**src/rtl/busca_pkg.sv**
```systemverilog
// busca_pkg: shared state encoding and PC step for the instruction fetch stage.
package busca_pkg;
    typedef enum logic [2:0] {
        OCIOSO   = 3'd0,
        BUSCA    = 3'd1,
        PRONTO   = 3'd2,
        DESCARTE = 3'd3,
        ERRO     = 3'd4
    } estado_t;
    localparam logic [31:0] PASSO_PC = 32'd4;
endpackage

```
**src/rtl/somador32.sv**
```systemverilog
// somador32: plain adder, carry-out discarded so results wrap modulo 2^LARGURA.
module somador32 #(
    parameter int LARGURA = 32
) (
    input  logic [LARGURA-1:0] a,
    input  logic [LARGURA-1:0] b,
    output logic [LARGURA-1:0] soma
);
    assign soma = a + b;
endmodule

```
**src/rtl/busca_instrucao.sv**
```systemverilog
// busca_instrucao: fetches one instruction per PC, holds it until consumed,
// handles redirect (flush) and traps misaligned PCs in a sticky error state.
module busca_instrucao
    import busca_pkg::*;
#(
    parameter int LARGURA = 32
) (
    input  logic               clk,
    input  logic               rst,
    input  logic [LARGURA-1:0] atual_Pc,
    output logic               stall_Pc,
    input  logic               flush,
    input  logic               consumo,
    output logic               mem_req,
    output logic [LARGURA-1:0] mem_addr,
    input  logic               mem_ack,
    input  logic [LARGURA-1:0] mem_rdata,
    output logic [LARGURA-1:0] instrucao,
    output logic               instr_valida,
    output logic [LARGURA-1:0] instr_pc,
    output logic [LARGURA-1:0] pc_mais4,
    output logic               erro_alinhamento
);
    estado_t estado, prox;
    logic captura_pc, captura_instr;
    always_comb begin
        prox          = estado;
        captura_pc    = 1'b0;
        captura_instr = 1'b0;
        case (estado)
            OCIOSO: if (!flush) begin
                prox       = (atual_Pc[1:0] == 2'b00) ? BUSCA : ERRO;
                captura_pc = (atual_Pc[1:0] == 2'b00);
            end
            BUSCA: if (flush) begin
                prox = mem_ack ? OCIOSO : DESCARTE;
            end else if (mem_ack) begin
                prox          = PRONTO;
                captura_instr = 1'b1;
            end
            PRONTO:   prox = (flush || consumo) ? OCIOSO : PRONTO;
            // The memory still owes a response; wait for it and throw it away.
            DESCARTE: prox = mem_ack ? OCIOSO : DESCARTE;
            ERRO:     prox = flush ? OCIOSO : ERRO;
            default:  prox = OCIOSO;
        endcase
    end
    always_ff @(posedge clk or negedge rst) begin
        if (!rst) begin
            estado    <= OCIOSO;
            instrucao <= '0;
            instr_pc  <= '0;
        end else begin
            estado <= prox;
            if (captura_pc) instr_pc <= atual_Pc;
            if (captura_instr) instrucao <= mem_rdata;
        end
    end
    assign mem_req          = (estado == BUSCA) || (estado == DESCARTE);
    assign mem_addr         = instr_pc;
    assign instr_valida     = (estado == PRONTO);
    assign erro_alinhamento = (estado == ERRO);
    assign stall_Pc         = !(((estado == PRONTO) && consumo) || flush);
    somador32 #(.LARGURA(LARGURA)) u_somador (
        .a    (instr_pc),
        .b    (LARGURA'(PASSO_PC)),
        .soma (pc_mais4)
    );
endmodule

```
**config.mk**
```make
export PLATFORM = sky130hd
export DESIGN_NAME = busca_instrucao
export DESIGN_NICKNAME = d
export VERILOG_FILES = /design/src/rtl/busca_pkg.sv /design/src/rtl/somador32.sv /design/src/rtl/busca_instrucao.sv
export SDC_FILE = /design/constraint.sdc
export NUM_CORES = 1
export LEC_CHECK = 0
export ABC_CLOCK_PERIOD_IN_PS = 1700
export BUFFER_PORTS_ARGS = -buffer_cell sky130_fd_sc_hd__buf_2
export CAP_MARGIN = 20
export CORE_ASPECT_RATIO = 1.1
export CORE_MARGIN = 5
export CORE_UTILIZATION = 44
export DETAILED_ROUTE_END_ITERATION = 8
export PLACE_DENSITY = 0.79
export SLEW_MARGIN = 5
export SYNTH_ARGS = -nofsm -noshare
export SYNTH_HDL_FRONTEND = slang
export SYNTH_SLANG_ARGS = --single-unit
```
**constraint.sdc**
```tcl
create_clock -name clk -period 1.7 [get_ports clk]
set_input_delay 0.085 -clock clk [delete_from_list [all_inputs] [get_ports clk]]
set_output_delay 0.085 -clock clk [all_outputs]
set_load 0.01 [all_outputs]
```
==> results_dict.tcl <==
set metrics [dict create \
    worstMarginPinSlew_ns 0.542 \
    status "finished, violations left" \
    ys_warn_count 0 \
    fin_nets 622 \
    seqPwrFrac_pct 35.5 \
    synth_area_leader_cell "dfrtp_1" \
    die_area_sq_mm 0.00943 \
    synth-seq-cells 67 \
    drv_slew 0 \
    yosysTopAreaCellShare_pct 50.2 \
    syn_nets 340 \
    area_delta_synth_final_pct 68.2 \
    tns_ns -2.61 \
    crit_start "instr_pc[12]" \
    synth_area_sq_mm 0.00334 \
    p_total_uw 6600 \
    utilization_pct 75.6 \
    worst-endpoint-arrival_ns 1.85 \
    port_buffers 200 \
    final-instance-count-excl-fill 643 \
    htreeDepth 3 \
    fin_crit_sh_pct 114 \
    rows 33 \
    required_ns 1.62 \
    root_buffer "clkbuf_8" \
    power_frac_comb_pct 47.2 \
    drt-initial-drc-count 53 \
    cts.clk_slew.worst_paths_ns 0.07 \
    vias 3176 \
    place_ws_ns 0.0428 \
    critPathCapture "pc_mais4[29]" \
    setup_viol 22 \
    maxCapViolCount 0 \
    power_density_mw_per_mm2 1180 \
    r2r_start "estado[1]" \
    wl_per_cell_microns 17.7 \
    min_path_cells 2 \
    numCtsBuffers 9 \
    clkPwrFrac_pct 17.3 \
    antenna_found_initial 0 \
    drc 0 \
    place_inst 546 \
    seq_area_frac_synth_pct 50.2 \
    layout_min_cycle_time_ns 1.94 \
    syn_inst 270 \
    first_global_vias 3463 \
    grt_setup_unrepaired "true" \
    synth_flop_cell "dfrtp_1" \
    clockBufferDepth 2 \
    rrSetupSlack_ns 0.16 \
    crit_path_end_kind "primary output" \
    wirelength_mm 11.4 \
    hpwl_mm 7.25 \
    core_area_sq_mm 0.00743 \
    yosys-top-cells-count "67 x dfrtp_1, 56 x mux2_2, 34 x buf_4" \
    overflow 0 \
    synth.area.top_cells "dfrtp_1 50%, mux2_2 19%, buf_4 7.6%" \
    vdd_drop_max_v 0.000832 \
    fin_ws_ns -0.240 \
    ys_types 28 \
    drt.antenna.violating_nets 0 \
    place_congestion 0.806 \
    die_w_microns 93.1 \
    p_int_uw 4120 \
    ioPinCount 201 \
    grt_util_all_layers_pct 24.1 \
    worst_clock_skew_ns 0.00360 \
    clock_sinks 67 \
    cp-start-kind "flop" \
    p_leak_uw 0.00294 \
    viasPerCell 4.94 \
    p_switching_uw 2490 \
    antenna_cells 0 \
    power_switching_share_pct 37.6 \
    finalHoldViolCount 0 \
    final_layout_size_suffix_gt1_share_pct 63.5 \
    synth-edff-count 0 \
    hp-class "input port to flop" \
    start_util_pct 44.9 \
    grt_pass1_wl_mm 17.7 \
    maxSlewHeadroom_pct 63.9 \
    worstSetupPathType "flop to primary output" \
    r2r_end "instr_pc[23]" \
    r2r_cells 4 \
    synth_most_common_cell "dfrtp_1" \
    grt_max_degree 33 \
    clk_latency_ns 0.33 \
    avgSynthCellArea_sq_um 12.4 \
    cts_tree "done" \
    fmax_mhz 515 \
    async_flop_share_pct 100 \
    violations "setup timing" \
    die_h_microns 101 \
    cp_max_fo 6 \
    dr.pass1.iters 4 \
]
## final cells by class
| cell class | count | area [sq um] |
|---|---|---|
| multi-input combinational | 159 | 1560 |
| tap | 87 | 109 |
| timing repair buffer | 313 | 2090 |
| clock buffer | 9 | 124 |
| inverter | 2 | 7.51 |
| clock inverter | 6 | 42.5 |
| sequential | 67 | 1680 |
| fill | 494 | 1820 |
## worst min path at each step
stage                 start            to
3_3_place_gp            rst  instrucao[6]
5_1_grt        mem_rdata[8]  instrucao[8]
3_5_place_dp            rst  instrucao[6]
2_1_floorplan           rst     estado[0]
4_1_cts        mem_rdata[8]  instrucao[8]
6_report       mem_rdata[8]  instrucao[8]
## metal layers
metal	vias up	track usage (%)	wire [microns]	share of wire, %
li1	1468	-	-	-
met1	1533	26.7	4320	38
met2	152	43.6	6000	53
met3	23	6.98	833	7.3
met4	0	9.36	249	2.2
met5	-	0	0	0
## cell usage in the layout, fill, tap and decap left out, types with 6 or more instances in the layout
cell type,Yosys,layout
buf_2,8,200
mux2_2,56,56
nor2_1,10,9
xnor2_1,22,14
mux2_1,6,6
buf_4,34,36
buf_6,0,10
xor2_1,6,6
xnor2_2,0,8
nand3_1,16,7
dlygate4sd3_1,0,63
clkbuf_8,0,9
nand4_1,9,9
dfrtp_1,67,66
## metrics by stage
stage / hold WS [ns] / instance area, sq um
after floorplan: -0.211 / 3340
after global placement: 0.0730 / 4420
final: 0.0319 / 5620
after detailed placement: 0.0894 / 4420
after CTS: 0.00932 / 5450
after global routing: 0.0157 / 5620
## power groups by stage
| stage | registers (uW) | logic (uW) | clock network (uW) |
|---|---|---|---|
| after floorplan | 2680 | 1190 | 0 |
| after global placement | 2320 | 2620 | 0 |
| after detailed placement | 2360 | 2670 | 0 |
| after CTS | 2330 | 2960 | 1190 |
| after global routing | 2390 | 3340 | 1260 |
| final | 2340 | 3120 | 1140 |
## logic make-up (layout without fill, tap and decap cells)
group / count (synthesis) / after routing / synth area share (%)
mux: 62 / 62 / 20.9
compound gates: 4 / 4 / 0.712
simple gates: 64 / 64 / 11.4
flops: 67 / 67 / 50.2
buf+inv: 44 / 330 / 9.07
xor+xnor: 28 / 28 / 7.34
fa+ha+maj: 1 / 1 / 0.375
## what timing repair did
action	CTS	global route
gates resized for setup	31	23
hold endpoints to repair	80	0
cloned	2	0
buffers inserted	13	7
hold buffers	63	0
setup endpoints to repair	22	23
pin swaps	25	27
## worst max-delay path: stages (launching register included)
cell and delay, ns:
dfrtp_1 0.40, nand4_4 0.14, nor4_4 0.29, buf_4 0.19, nand4_1 0.11, xnor2_1 0.22, buf_2 0.17
## registers in the layout, indices dropped and copies added, names as in the netlist
register / flops
instrucao: 32
instr_pc: 32
estado: 3
Power figures use the tool's default switching activity.
